File: src/rtl/age_issue_sel.sv
// age_issue_sel
//   Oldest-first multi-grant issue selector for the reservation station.
//   Each cycle it picks up to G of N requesting entries by wrap-aware age
//   (tag - head_tag), then pulses gnt for the picks. The picks are held in G
//   registered output slots, with a valid/ready handshake toward the FUs.
//
// Ports
//   clock, reset        : clock, async active-low reset
//   en, flush           : allow picks this cycle / squash all slots
//   req[N], tag[N]      : per-entry request and sequence tag
//   head_tag            : tag of oldest in-flight instruction (age origin)
//   gnt[N]              : combinational, entries picked this cycle
//   out_valid/idx/tag[G]: registered output slots
//   out_ready[G]        : FU accepts slot
module age_issue_sel #(
    parameter int N    = 16,
    parameter int G    = 2,
    parameter int TAGW = 6,
    parameter int IDXW = $clog2(N)
) (
    input  logic                     clock,
    input  logic                     reset,
    input  logic                     en,
    input  logic                     flush,
    input  logic [N-1:0]             req,
    input  logic [N-1:0][TAGW-1:0]   tag,
    input  logic [TAGW-1:0]          head_tag,
    output logic [N-1:0]             gnt,
    output logic [G-1:0]             out_valid,
    output logic [G-1:0][IDXW-1:0]   out_idx,
    output logic [G-1:0][TAGW-1:0]   out_tag,
    input  logic [G-1:0]             out_ready
);

    // Tree leaves are padded to a power of two; pad leaves are never valid.
    localparam int NP = 1 << IDXW;

    typedef struct packed {
        logic            vld;
        logic [TAGW-1:0] age;
        logic [IDXW-1:0] idx;
    } cand_t;

    // Left operand always carries the lower index, so ties keep it.
    function automatic cand_t older(input cand_t a, input cand_t b);
        if (!b.vld)              return a;
        else if (!a.vld)         return b;
        else if (b.age < a.age)  return b;
        else                     return a;
    endfunction

    // Balanced min-tree over all entries in the mask.
    function automatic cand_t pick_oldest(input logic [N-1:0] m,
                                          input logic [N-1:0][TAGW-1:0] a);
        cand_t c [NP];
        for (int i = 0; i < NP; i++) begin
            c[i]     = '0;
            c[i].idx = i[IDXW-1:0];
        end
        for (int i = 0; i < N; i++) begin
            c[i].vld = m[i];
            c[i].age = a[i];
        end
        for (int s = 1; s < NP; s = s * 2) begin
            for (int i = 0; i < NP; i = i + 2 * s) begin
                c[i] = older(c[i], c[i+s]);
            end
        end
        return c[0];
    endfunction

    logic [G-1:0]            valid_q;
    logic [G-1:0][IDXW-1:0]  idx_q;
    logic [G-1:0][TAGW-1:0]  tag_q;

    logic [N-1:0][TAGW-1:0]  age;
    logic [N-1:0]            held;
    logic [G-1:0]            free;
    logic [G-1:0]            load;
    logic [G-1:0][IDXW-1:0]  ld_idx;
    logic [G-1:0][TAGW-1:0]  ld_tag;
    logic [N-1:0]            mask;
    cand_t                   c;

    assign out_valid = valid_q;
    assign out_idx   = idx_q;
    assign out_tag   = tag_q;

    // Modular subtraction makes ages wrap-aware around head_tag.
    always_comb begin
        age = '0;
        for (int i = 0; i < N; i++) age[i] = tag[i] - head_tag;
    end

    // Entries sitting in a stalled slot must not be picked again.
    always_comb begin
        held = '0;
        free = '0;
        for (int g = 0; g < G; g++) begin
            free[g] = !valid_q[g] || out_ready[g];
            for (int i = 0; i < N; i++) begin
                if (valid_q[g] && !out_ready[g] && idx_q[g] == i[IDXW-1:0])
                    held[i] = 1'b1;
            end
        end
    end

    // G sequential min-selections; each free slot in ascending order takes
    // the oldest remaining eligible entry, which is then removed from the mask.
    always_comb begin
        gnt    = '0;
        load   = '0;
        ld_idx = '0;
        ld_tag = '0;
        c      = '0;
        mask   = req & ~held;
        for (int g = 0; g < G; g++) begin
            if (free[g] && en && !flush) begin
                c = pick_oldest(mask, age);
                if (c.vld) begin
                    load[g]     = 1'b1;
                    ld_idx[g]   = c.idx;
                    ld_tag[g]   = tag[c.idx];
                    gnt[c.idx]  = 1'b1;
                    mask[c.idx] = 1'b0;
                end
            end
        end
    end

    always_ff @(posedge clock or negedge reset) begin
        if (!reset) begin
            valid_q <= '0;
            idx_q   <= '0;
            tag_q   <= '0;
        end else if (flush) begin
            valid_q <= '0;
        end else begin
            for (int g = 0; g < G; g++) begin
                if (free[g]) begin
                    valid_q[g] <= load[g];
                    if (load[g]) begin
                        idx_q[g] <= ld_idx[g];
                        tag_q[g] <= ld_tag[g];
                    end
                end
            end
        end
    end

endmodule

File: config.mk
export PLATFORM = sky130hd
export DESIGN_NAME = age_issue_sel
export DESIGN_NICKNAME = d
export VERILOG_FILES = /design/src/rtl/age_issue_sel.sv
export SDC_FILE = /design/constraint.sdc
export NUM_CORES = 1
export LEC_CHECK = 0
export CELL_PAD_IN_SITES_DETAIL_PLACEMENT = 1
export CELL_PAD_IN_SITES_GLOBAL_PLACEMENT = 2
export CORE_ASPECT_RATIO = 0.9
export CORE_MARGIN = 2
export CORE_UTILIZATION = 30
export DETAILED_ROUTE_END_ITERATION = 6
export HOLD_SLACK_MARGIN = 0.05
export MAX_ROUTING_LAYER = met4
export PLACE_DENSITY_LB_ADDON = 0.05
export REMOVE_ABC_BUFFERS = 1
export SLEW_MARGIN = 10
export SYNTH_ARGS = -nofsm -noshare
export SYNTH_HDL_FRONTEND = slang
export SYNTH_SLANG_ARGS = --single-unit
File: constraint.sdc
create_clock -name clock -period 32.6 [get_ports clock]
set_clock_uncertainty 0.15 [all_clocks]
set_input_delay 8.15 -clock clock [delete_from_list [all_inputs] [get_ports clock]]
set_output_delay 8.15 -clock clock [all_outputs]
set_load 0.05 [all_outputs]
# Word-level counts from Yosys, hierarchy flattened

Cells that the tools add are included.

Bits in registers: 22
Input bits: 124
Output and inout port bits: 38
Logic and storage cells: 310

Add/subtract/negate cells: 16
$lt $le $gt $ge: 26
Eq/ne operators: 30
Muxes and demuxes: 173
Bitwise operators: 6
Reduce and logical (&&, ||, !) cells: 53

Operators with widths:

| kind                                                              | count |
|---|---|
| 2-to-1 mux 11 bit                                                 | 64 |
| 2-to-1 mux 10 bit                                                 | 48 |
| < comparator 6 bit                                                | 22 |
| 2-to-1 mux 16 bit                                                 | 6 |
| subtractor 6 bit                                                  | 16 |
| == test 4 bit, second input constant                              | 16 |
| binary-select mux 6 bit (select 4 bit)                            | 2 |
| logical AND 1 bit                                                 | 40 |
| 2-to-1 mux 1 bit                                                  | 40 |
| 2-to-1 mux 6 bit                                                  | 6 |
| AND 16 bit                                                        | 2 |
| == test 4 x 3 -> 1 bit, second input constant                     | 8 |
| inverter 16 bit                                                   | 2 |
| == test 4 x 2 -> 1 bit, second input constant                     | 4 |
| 2-to-1 mux 4 bit                                                  | 4 |
| OR 16 bit                                                         | 1 |
| < comparator 4 x 5 -> 1 bit, second input constant                | 2 |
| demux 1 bit (select 4 bit)                                        | 2 |
| == test 4 x 1 -> 1 bit, second input constant                     | 2 |
| greater-or-equal comparator 4 x 1 -> 1 bit, second input constant | 2 |
| logical NOT 4 bit                                                 | 2 |
| AND reduction 3 bit                                               | 2 |
| logical NOT 1 bit                                                 | 5 |
| nonzero test 2 bit                                                | 2 |
| 3 further kinds                                                   | 4 |

# Logic depth before layout (Yosys ltp)

Depth after elaboration: 58
Depth in mapped cells: 90

# Least setup slack after synthesis

No wires, ideal clock.

Path type: input-to-output
Start: in head_tag[1]
End: out gnt[1]
Arrival: 24.504 ns
Path slack: -0.204 ns
Cell stages on the path: 74
Path buffers: 8
Path through: inv_1 > ha_1 > nor2b_1 > o31a_1 > a21oi_1 > inv_1 > ha_1 > o21ai_0 > o21bai_1 > maj3_1 > maj3_1 > a21oi_1 > clkbuf_1 > nor2_1 > a21oi_1 > ha_1 > a21o_1 > a21o_1 > (+38 left out) > a41o_1 > buf_2 > nor2_1 > a21oi_1 > ha_1 > a21o_1 > a21oi_1 > o21ai_0 > o21a_1 > nor2b_1 > a31oi_4 > buf_6 > nor2_2 > a21oi_1 > buf_4 > buf_2 > or3_1 > o21ai_0

Longest elaborated chain between the ends: 54

RTL lines:

| what                                                                                      | RTL line | RTL |
|---|---|---|
| start: declaration                                                                        | 27       | `input logic [TAGW-1:0] head_tag,` |
| subtractor 6 bit                                                                          | 92       | `for (int i = 0; i < N; i++) age[i] = tag[i] - head_tag;` |
| < comparator 6 bit                                                                        | 48       | `else if (b.age < a.age) return b;` |
| 2-to-1 mux 10 bit                                                                         | 48       |  |
| 2-to-1 mux 10 bit                                                                         | 47       | `else if (!a.vld) return b;` |
| 2-to-1 mux 11 bit                                                                         | 46       | `if (!b.vld) return a;` |
| 2-to-1 mux 11 bit                                                                         | 118      | `if (free[g] && en && !flush) begin` |
| < comparator 6 bit                                                                        | 48       |  |
| 2-to-1 mux 10 bit                                                                         | 48       |  |
| (+38 left out)                                                                            | -        |  |
| 2-to-1 mux 11 bit                                                                         | 118      |  |
| < comparator 4 x 5 -> 1 bit or greater-or-equal comparator 4 x 1 -> 1 bit (tied branches) | -        |  |
| logical AND 1 bit                                                                         | -        |  |
| 2-to-1 mux 1 bit                                                                          | -        |  |
| demux 1 bit (select 4 bit)                                                                | -        |  |
| OR 16 bit (no source line)                                                                | -        |  |
| 2-to-1 mux 16 bit                                                                         | 120      | `if (c.vld) begin` |
| 2-to-1 mux 16 bit *                                                                       | 118      |  |
| end: declaration                                                                          | 28       | `output logic [N-1:0] gnt,` |

Mark *: on every way between the ends. The rest lies on a longest branch, timed or not. The select of a mux whose other input is x is not followed.

# Final worst setup path

Start: in head_tag[0]
End: out gnt[9]

Same word-level chain as after synthesis.

==> impl_metrics.csv <==
group,metric,value,unit
global_routing,antenna_found_initial,0,
global_routing,grtUsageTotal,0.312,
clock_tree,cts_tree,"yes",
synthesis,synth-xor-area-share,0.0360,
placed_design,preCtsSetupSlack,-0.815,ns
floorplanning,coreArea,0.0427,sq mm
synthesis,synthMuxAreaShare,0.0886,
critical_path,start_kind,"input pin",
critical_path,cp_max_fo,16,
synthesis,yosys_warnings,0,
synthesis,synth_top_family_by_area,"compound AO/OA/AOI/OAI gates",
finish,drive_above_1_share,0.160,
sta,max_freq,0.0311,GHz
synthesis,ys_ff_latch,22,
placed_design,portBuffers,161,
min_path,hp-class,"flip-flop to flip-flop",
sta,hold_slack,0.339,ns
sta,setup_viol,0,
floorplanning,start_util,0.302,
synthesis,synth_top_cell_by_area,"ha_1",
sta,layout_setup_ws,0.495,ns
clock_tree,clock_latency,0.26,ns
floorplanning,io_pins,162,
synthesis,yosysSeqAreaShare,0.0427,
route,drt_iter0_drc,914,
floorplanning,die_area,0.0447,sq mm
route,drtAntennaViolNets,0,
clock_tree,ctsLongestPathBuffers,2,
route,wl_met2,33100,microns
clock_tree,clock-sinks,22,
clock_tree,h-tree-depth,1,
route,wl,69900,microns
synthesis,synth_fa_ha_area_frac,0.200,
synthesis,synth_simple_gate_area_frac,0.204,
synthesis,synth_edf_count,0,
sta,tightest_slew,1.15,ns
critical_path,critPathMaxStageDelay,0.52,ns
finish,antenna_cells,0,
clock_tree,cts.clk_slew.worst_paths,0.06,ns
critical_path,crit_arrival,23.81,ns
placed_design,routabilityCongestion,0.996,
route,avgRoutedWirePerCell,27.2,microns
synthesis,syn_inst,1771,
route,vias,15300,
global_routing,grt-ovfl-total,0,
sta,setup_tns,0,ns
clock_tree,cts_buffers,3,
critical_path,worstPathRequired,24.30,ns
route,drc_errors,0,
clock_tree,ctsRootBufferMaster,"clkbuf_16",
synthesis,synth_cell_types,113,
sta,maxSlewViolCount,0,
synthesis,post_synth_main_area_contributors,"ha_1 (17%), nand2_1 (5.8%), a21oi_1 (5.6%)",
sta,fin_crit,32.11,ns
sta,finalCritPeriodShare,0.985,
finish,area_growth,28.7,%
critical_path,critPathSlowestCell,"or4_4",
outcome,outcome,"complete, no violations",
route,via_per_inst,5.95,
critical_path,critPathKind,"input pin to output pin",
global_routing,grt_pass1_wl,102000,microns
sta,max_slew_margin,0.236,
floorplanning,die_x,223,microns
run,drv_cap,0,
placed_design,detailed_place_hpwl,60100,microns
finish,finalInstanceArea,0.0166,sq mm
synthesis,synth-compound-area-share,0.378,
synthesis,synth_flop_cell,"dfrtp_1",
route,met1Wirelength,32300,microns
route,wl_met3,2570,microns
floorplanning,die_h,201,microns
critical_path,end_kind,"output pin",
synthesis,yosysTopAreaCellShare,0.170,
placed_design,placed_cell_area,0.0159,sq mm
route,dr.pass1.iters,5,
synthesis,syn_area,0.0129,sq mm
finish,layout.nets,2329,
global_routing,grt_pass1_vias,15100,
synthesis,syn_avg_cell_area,7.28,sq um
floorplanning,rows,72,
route,topRoutingLayerUsed,"met4",
synthesis,synthArstFlopShare,1.00,
sta,hold_viol,0,
finish,final_cell_mix,"nand2_1 (196), ha_1 (175), clkdlybuf4s50_1 (145)",
global_routing,grt_max_degree,38,
finish,layout_commonest_cell,"nand2_1",
-- cell usage after synthesis, types with 16 or more instances --
cell and instances:
o31a_1 22, o22ai_1 30, nand2b_1 25, a31oi_1 41
or3_1 22, a211oi_1 32, dfrtp_1 22, nand2_1 198
o21a_1 53, fa_1 16, nor2b_1 26, a21o_1 57
nor2_1 143, nand3_1 27, mux2_2 26, o21ai_0 109
xnor2_1 22, and2_1 40, a21oi_1 145, mux2i_1 70
xor2_1 26, inv_1 106, ha_1 175, clkbuf_1 32
-- final cells by class --
| cell class | instances | area [sq um] |
|---|---|---|
| fill | 5285 | 26100 |
| timing repair buffer | 287 | 2740 |
| inverter | 108 | 409 |
| tap | 555 | 694 |
| clock buffer | 3 | 75.1 |
| sequential | 22 | 551 |
| multi-input combinational | 1592 | 12100 |
-- sequential cells by signal (all words and copies together), names as in the netlist --
signal	count
out_valid	2
out_tag	12
out_idx	8
-- stage by stage --
| step | std cells | util |
|---|---|---|
| after global routing | 2567 | 0.389 |
| final | 2567 | 0.389 |
| after global placement | 2534 | 0.372 |
| after floorplan | 1722 | - |
| after detailed placement | 2534 | 0.372 |
| after CTS | 2540 | 0.375 |
-- cells by family after synthesis --
group	Yosys count
compound gates	688
simple gates	553
fa+ha+maj	198
buf+inv	157
mux	103
xor+xnor	50
flops	22
-- worst paths after layout --
path,from,to,slack [ns],cells past startpoint
max,head_tag[0],gnt[9],0.49,77
min,out_tag[1],out_tag[1],0.34,2
max reg2reg,out_idx[7],out_tag[9],16.89,68
min reg2reg,out_tag[1],out_tag[1],0.34,2
max in group asynchronous,reset,out_tag[1],23.92,2
min in group asynchronous,reset,out_idx[3],8.11,2
-- what timing repair did --
action | in CTS | in global routing
setup endpoints to repair | 16 | 16
endpoints found under the hold margin | 0 | 0
pin swaps | 2 | 10
hold buffers | 0 | 0
buffers inserted | 3 | 27
cloned | 0 | 0
resized for setup | 18 | 87
-- critical path, delay by kind of cell --
family / cells / cell delay (ns)
multiplexers: 4 / 1.29
buffers and inverters: 14 / 2.54
adder cells (fa/ha/maj): 9 / 2.65
XOR/XNOR: 1 / 0.17
AO/OA/AOI/OAI: 32 / 5.17
AND/OR/NAND/NOR: 17 / 3.76
-- metal layers --
| layer | vias up | GRT usage |
|---|---|---|
| li1 | 7207 | - |
| met1 | 7636 | 0.413 |
| met2 | 367 | 0.519 |
| met3 | 76 | 0.0187 |
| met4 | 0 | 0.0796 |
| met5 | - | - |
Power is not shown: default switching activity piles up to over one toggle a cycle in this logic, so the estimate is an artifact.
